## config.mk

```make
export PLATFORM = sky130hd
export DESIGN_NAME = cmp_result_monitor
export DESIGN_NICKNAME = d
export VERILOG_FILES = /design/src/rtl/cmp_result_monitor.sv
export SDC_FILE = /design/constraint.sdc
export NUM_CORES = 1
export LEC_CHECK = 0
export ABC_CLOCK_PERIOD_IN_PS = 1400
export CORE_MARGIN = 2
export CORE_UTILIZATION = 46
export CTS_CLUSTER_DIAMETER = 80
export CTS_CLUSTER_SIZE = 8
export DETAILED_ROUTE_END_ITERATION = 16
export MAX_ROUTING_LAYER = met4
export PLACE_DENSITY = 0.87
export REMOVE_ABC_BUFFERS = 1
export SYNTH_ARGS = -nofsm -noshare
export SYNTH_HDL_FRONTEND = slang
export SYNTH_SLANG_ARGS = --single-unit
```

## constraint.sdc

```tcl
create_clock -name clk -period 1.4 [get_ports clk]
set_input_delay 0.42 -clock clk [delete_from_list [all_inputs] [get_ports clk]]
set_output_delay 0.42 -clock clk [all_outputs]
set_load 0.01 [all_outputs]
```

## src/rtl/cmp_result_monitor.sv

```systemverilog
// Monitor for a magnitude comparator's less/equal/greater flags. It keeps saturating
// per-outcome counts, detects equal-lock, flags direction crossings and reports malformed samples.
module cmp_result_monitor #(
  parameter int CNT_W    = 8,
  parameter int STABLE_N = 3
) (
  input  logic             clk,
  input  logic             rst_n,
  input  logic             in_valid,
  input  logic             less,
  input  logic             equal,
  input  logic             greater,
  input  logic             clear,
  output logic [CNT_W-1:0] less_cnt,
  output logic [CNT_W-1:0] equal_cnt,
  output logic [CNT_W-1:0] greater_cnt,
  output logic             locked,
  output logic [1:0]       state,
  output logic             cross_up,
  output logic             cross_down,
  output logic             err_onehot
);

  localparam int RUN_W = $clog2(STABLE_N + 1);
  localparam logic [RUN_W-1:0] RUN_MAX = RUN_W'(STABLE_N);

  typedef enum logic [1:0] {IDLE = 2'd0, TRACK = 2'd1, LOCKED = 2'd2} state_t;
  typedef enum logic [1:0] {DIR_NONE = 2'd0, DIR_LESS = 2'd1, DIR_GREATER = 2'd2} dir_t;

  function automatic logic [CNT_W-1:0] sat_cnt_inc(input logic [CNT_W-1:0] v);
    return (&v) ? v : v + CNT_W'(1);
  endfunction

  function automatic logic [RUN_W-1:0] sat_run_inc(input logic [RUN_W-1:0] v);
    return (v >= RUN_MAX) ? RUN_MAX : v + RUN_W'(1);
  endfunction

  state_t           state_q, state_nx;
  dir_t             dir_q, dir_nx;
  logic [RUN_W-1:0] run_q, run_nx;
  logic             cross_up_nx, cross_down_nx;
  logic             onehot, sample_ok, sample_bad;

  assign onehot     = $onehot({less, equal, greater});
  assign sample_ok  = in_valid & ~clear & onehot;
  assign sample_bad = in_valid & ~clear & ~onehot;

  // State, run counter and registered locked flag
  always_ff @(posedge clk or negedge rst_n) begin
    if (!rst_n) begin
      state_q <= IDLE;
      run_q   <= '0;
      locked  <= 1'b0;
    end else begin
      state_q <= state_nx;
      run_q   <= run_nx;
      locked  <= (state_nx == LOCKED);
    end
  end

  always_comb begin
    state_nx = state_q;
    run_nx   = run_q;
    if (clear) begin
      state_nx = IDLE;
      run_nx   = '0;
    end else if (sample_ok) begin
      if (equal) begin
        case (state_q)
          IDLE: begin
            run_nx   = RUN_W'(1);
            state_nx = (STABLE_N == 1) ? LOCKED : TRACK;
          end
          TRACK: begin
            run_nx   = sat_run_inc(run_q);
            state_nx = (run_nx == RUN_MAX) ? LOCKED : TRACK;
          end
          LOCKED:  state_nx = LOCKED;
          default: begin
            state_nx = IDLE;
            run_nx   = '0;
          end
        endcase
      end else begin
        run_nx   = '0;
        state_nx = TRACK;
      end
    end
  end

  // Direction memory and crossing pulses; equal samples leave the direction untouched
  always_comb begin
    dir_nx        = dir_q;
    cross_up_nx   = 1'b0;
    cross_down_nx = 1'b0;
    if (clear) begin
      dir_nx = DIR_NONE;
    end else if (sample_ok && !equal) begin
      cross_up_nx   = greater & (dir_q == DIR_LESS);
      cross_down_nx = less & (dir_q == DIR_GREATER);
      dir_nx        = less ? DIR_LESS : DIR_GREATER;
    end
  end

  always_ff @(posedge clk or negedge rst_n) begin
    if (!rst_n) begin
      dir_q      <= DIR_NONE;
      cross_up   <= 1'b0;
      cross_down <= 1'b0;
      err_onehot <= 1'b0;
    end else begin
      dir_q      <= dir_nx;
      cross_up   <= cross_up_nx;
      cross_down <= cross_down_nx;
      if (clear)           err_onehot <= 1'b0;
      else if (sample_bad) err_onehot <= 1'b1;
    end
  end

  always_ff @(posedge clk or negedge rst_n) begin
    if (!rst_n) begin
      less_cnt    <= '0;
      equal_cnt   <= '0;
      greater_cnt <= '0;
    end else if (clear) begin
      less_cnt    <= '0;
      equal_cnt   <= '0;
      greater_cnt <= '0;
    end else if (sample_ok) begin
      if (less)    less_cnt    <= sat_cnt_inc(less_cnt);
      if (equal)   equal_cnt   <= sat_cnt_inc(equal_cnt);
      if (greater) greater_cnt <= sat_cnt_inc(greater_cnt);
    end
  end

  assign state = state_q;

endmodule

```

# Word-level counts from Yosys, hierarchy flattened
# Cells that the tools add are included.
[word_totals] ff_bits=34 input_bits=7 out_inout_bits=30 word_cells=82
[classes] n_addsub=6 order_cmp=1 n_eq_ne=11 n_mux=31 n_bitwise=7 n_reduce_logical=16
[ops] operator="2-to-1 mux 8 bit" count=12
[ops] operator="adder 8 x 1 -> 8 bit (second input constant)" count=3
[ops] operator="AND reduction 8 bit" count=3
[ops] operator="2-to-1 mux 2 bit" count=11
[ops] operator="one-hot mux 2 bit (3 select lines)" count=2
[ops] operator="nonzero test 2 bit" count=6
[ops] operator="AND reduction 3 bit" count=3
[ops] operator="equality test 2 bit (second input constant)" count=4
[ops] operator="equality test 2 x 1 -> 1 bit (second input constant)" count=3
[ops] operator="2-to-1 mux 1 bit" count=6
[ops] operator="!= test 2 bit (second input constant)" count=3
[ops] operator="bitwise AND 1 bit" count=5
[ops] operator="!= test 3 bit (second input constant)" count=1
[ops] operator="adder 1 x 1 -> 2 bit" count=1
[ops] operator="adder 2 x 1 -> 2 bit" count=1
[ops] operator="adder 2 x 1 -> 2 bit (second input constant)" count=1
[ops] operator="greater-or-equal comparator 2 bit (second input constant)" count=1
[ops] operator="logical NOT 2 bit" count=1
[ops] operator="inverter 1 bit" count=2
[ops] operator="AND reduction 2 bit" count=1
[ops] operator="logical AND 1 bit" count=1
[ops] operator="logical NOT 1 bit" count=1

# Logic depth before layout (Yosys ltp)
# Gate-level depths: netlist (run 1).
[depth] word_depth=9 depth_mapped=8 depth_no_buf=6

# Worst setup path before layout (run 1)
# No wires, ideal clock.
[synth_path] path_kind="input port to flip-flop" from="input equal" to="register equal_cnt[5]" setup_ns=0.078 arrival_time_ns=2.189 t_required_ns=1.322 path_slack_ns=-0.867 cell_stages=8 n_path_buf=2 cell_sequence="buf_2 -> inv_1 -> fa_1 -> and3b_1 -> buf_6 -> nand3_4 -> or4_1 -> a21oi_1"
[synth_via] elab_chain_len=6 elab_cells_between_ends=7 classes_between="add/sub: 2; eq/ne: 1; bitwise: 1; reduce/logical: 3"
[synth_rtl] element="start, declared" line_no="11" source="input logic equal,"
[synth_rtl] element="adder 1 x 1 -> 2 bit (implied by the code)" line_no="44" source="assign onehot = $onehot({less, equal, greater});"
[synth_rtl] element="adder 2 x 1 -> 2 bit (implied by the code)" line_no="44"
[synth_rtl] element="equality test 2 x 1 -> 1 bit" line_no="44"
[synth_rtl] element="bitwise AND 1 bit" line_no="45" source="assign sample_ok = in_valid & ~clear & onehot;"
[synth_rtl] element="nonzero test 2 bit (no line)"
[synth_rtl] element="AND reduction 3 bit (no line) (*)"
[synth_rtl] element="end signal, assigned" line_no="131" source="if (equal) equal_cnt <= sat_cnt_inc(equal_cnt);"
[synth_rtl] element="end, declared" line_no="15" source="output logic [CNT_W-1:0] equal_cnt,"
# Mark *: on every way between the ends. The rest lies on a longest branch, timed or not.
# A chain may end at the register's enable or synchronous reset.

# Worst setup path in the final report (run 1)
[layout_path] from="input equal" to="register greater_cnt[5]"
[layout_via] elab_chain_len=6
[layout_rtl] element="adder 1 x 1 -> 2 bit (implied by the code)" line_no="44"
[layout_rtl] element="adder 2 x 1 -> 2 bit (implied by the code)" line_no="44"
[layout_rtl] element="equality test 2 x 1 -> 1 bit" line_no="44"
[layout_rtl] element="bitwise AND 1 bit" line_no="45"
[layout_rtl] element="nonzero test 2 bit (no line)"
[layout_rtl] element="AND reduction 3 bit (no line)"
[layout_rtl] element="end signal, assigned" line_no="132" source="if (greater) greater_cnt <= sat_cnt_inc(greater_cnt);"
[layout_rtl] element="end, declared" line_no="16" source="output logic [CNT_W-1:0] greater_cnt,"
# Every way passes these cells.

==> flow_summary.yaml, run 1 <==
synthesis:
  yosys_warnings: 0
  synth-seq-area-share: 0.464
  synth.area.top_cells: "dfrtp_1 (46%), nor2_1 (4.7%), mux2i_1 (4.4%)"
  yosys-top-cells-count: "dfrtp_1 (34), nor2_1 (23), a21oi_1 (15)"
  yosysTopAreaCell: "dfrtp_1"
  yosysTopAreaCellShare: 0.464
  async_flop_share: 1.00
  ys_ff_latch: 34
  syn_area_sq_mm: 0.00183
  syn_inst: 191
  synth_flop_cell: "dfrtp_1"
  synth_edf_count: 0
  ys_types: 47
  avgSynthCellArea_sq_um: 9.59
  yosysMostFrequentCell: "dfrtp_1"
sta:
  report.final.slew_viol_count: 0
  post-route-period-util: 1.35
  setup-tns-final_ns: -11.14
  setup_viol: 33
  tightest_slew_ns: 0.438
  fin_crit_ns: 1.89
  hold_viol: 0
  finalWorstSetupSlack_ns: -0.494
  skew_ns: 0.0121
  fmax_mhz: 528
  holdWs_ns: 0.500
  slew-limit-headroom: 0.708
  rsz0062_at_grt: "yes"
grt:
  grt_pass1_vias: 2100
  antenna_found_initial: 0
  grt_pass1_wl_um: 9920
  track_usage: 0.304
  grt.overflow.total: 0
  grt_max_degree: 35
final_layout:
  drive_gt1_frac: 0.470
  nets: 306
  fillerInstances: 201
  area_growth_pct: 69.1
  diodes: 0
  fin_cells: 344
routing:
  drt_iter0_drc: 187
  vias: 2050
  dr.pass1.iters: 4
  drc_errors: 0
  drtAntennaViolNets: 0
  wl_um: 6320
  wl_per_cell_um: 18.4
  via_per_inst: 5.96
floorplanning:
  die_w_um: 67.1
  die_y_um: 67.1
  rows: 22
  start_util: 0.489
  fp.coreArea_sq_mm: 0.00374
  io_pins: 37
  die_area_sq_mm: 0.00450
run_status:
  status: "complete, but fails checks"
  violations: "negative setup slack"
clock_network:
  clockBufferDepth: 2
  cts_buffers: 5
  cts.clk_slew.worst_paths_ns: 0.08
  cts.sinks: 34
  cts_tree: "done"
  clockRootBuffer: "clkbuf_8"
  hold_buffers: 0
  worstSkewPairLatency_ns: 0.30
  h-tree-depth: 2
placed_design:
  dp_cells: 312
  place.gp.congestion: 0.867
  dp_hpwl_um: 3380
  numPortBuffers: 36
  post-place-ws_ns: -1.28
setup_path:
  cp-start-kind: "primary input"
  required_ns: 1.63
  cp.arrival_ns: 2.12
  worst_path_max_delay_cell: "fa_2"
  slowest_delay_ns: 0.47
  r2r_slack_ns: -0.37
  crit_path_end_kind: "flop"
  worstPathMaxFanout: 6
  crit_type: "primary input to flop"
  crit_path_cell_trace: "buf_8 > inv_8 > fa_2 > and4bb_4 > o2111ai_4 > or3_4 > a21oi_2"
pwr:
  ir_drop_mv: 0.582
  total_power_mw: 2.14
  cellLeakagePower_nw: 1.40
  cellPowerDensity_mw_per_mm2: 692
min_path:
  hp-class: "primary input to asynchronous set/reset pin"
job:
  maxCapViolCount: 0
[cell usage in the layout, fill, tap and decap left out, types with 3 or more instances in the layout]
master,synthesis,layout
o21ai_0,8,8
clkdlybuf4s15_1,0,12
buf_2,2,6
clkbuf_8,0,6
clkbuf_2,0,5
inv_1,7,4
nand2_1,14,12
ha_1,3,3
nand3_1,8,5
nand3_4,1,3
buf_4,0,57
dfrtp_1,34,32
a21oi_1,15,7
nand2b_1,4,3
dlygate4sd2_1,0,4
nor3_1,5,3
mux2i_1,8,7
clkdlybuf4s50_1,0,3
nand4_1,3,3
o31ai_1,3,3
a21oi_2,0,8
nor2b_1,3,3
nor2_1,23,20
xor2_1,4,4
buf_6,1,11
[repair_timing]
action | in CTS | in global routing
pin swaps | 27 | 26
setup buffers | 19 | 7
gates cloned | 0 | 0
setup endpoints to repair | 64 | 48
resized for setup | 125 | 37
[critical path: cells and delay by family]
kind / cells / cell delay (ns)
AOI/OAI and AO/OA: 2 / 0.28
buffers and inverters: 2 / 0.16
and+or+nand+nor: 2 / 0.79
adders and majority gates: 1 / 0.47
[where the power goes]
group / switching [mW] / internal [mW]
sequential: 0.0132 / 0.995
combinational: 0.167 / 0.157
clock: 0.414 / 0.396
[logic make-up after synthesis]
| group | share of synthesized area |
|---|---|
| buffers and inverters | 0.0321 |
| muxes | 0.0437 |
| and+or+nand+nor | 0.246 |
| AOI/OAI and AO/OA | 0.154 |
| DFF | 0.464 |
| xor gates and xnor gates | 0.0287 |
| adders and majority gates | 0.0314 |
[state kept, by name (all words and copies together), names as in the netlist]
| signal | flops |
|---|---|
| greater_cnt | 8 |
| equal_cnt | 8 |
| locked | 1 |
| state | 2 |
| cross_up | 1 |
| cross_down | 1 |
| run_q | 2 |
| err_onehot | 1 |
| less_cnt | 8 |
| dir_q | 2 |
[area by class of cell]
class	count	area, sq um	share of cell area
Tap cell	48	60.1	0.0194
Multi-Input combinational cell	144	1180	0.380
Clock inverter	2	12.5	0.00404
Timing Repair Buffer	103	875	0.282
Clock buffer	6	82.6	0.0267
Sequential cell	34	853	0.275
Inverter	7	36.3	0.0117
[metrics by stage]
step	cell area, sq um	utilization
finish	3100	0.828
global placement	2550	0.682
global route	3100	0.828
CTS	2960	0.791
floorplan	1800	-
detailed placement	2550	0.682
[final timing paths]
path                                          start                          to  depth (start not counted)
min in group clk               dir_q[1]$_DFFE_PN0P_          cross_up$_DFF_PN0_                          1
max                                           equal  greater_cnt[5]$_DFFE_PN0P_                          7
min                                           rst_n    equal_cnt[1]$_DFFE_PN0P_                          2
min reg2reg                    dir_q[1]$_DFFE_PN0P_          cross_up$_DFF_PN0_                          1
max in group asynchronous                     rst_n     less_cnt[5]$_DFFE_PN0P_                          2
max reg2reg                equal_cnt[5]$_DFFE_PN0P_    equal_cnt[7]$_DFFE_PN0P_                          6
[per-layer routing]
layer	share of wire	wire length, um	GRT usage	up-vias
li1	-	-	-	905
met1	0.38	2410	0.336	1017
met2	0.52	3300	0.531	105
met3	0.062	393	0.0591	23
met4	0.033	211	0.130	0
met5	0	0	-	-
No activity file was read; power rests on OpenSTA's default activity.
==> inputs of run 2 (changes only) <==
Settings changed: CAP_MARGIN set to 20.
==> results of run 2 <==
No change in the layout: final DEF, timing and power equal those of run 1.
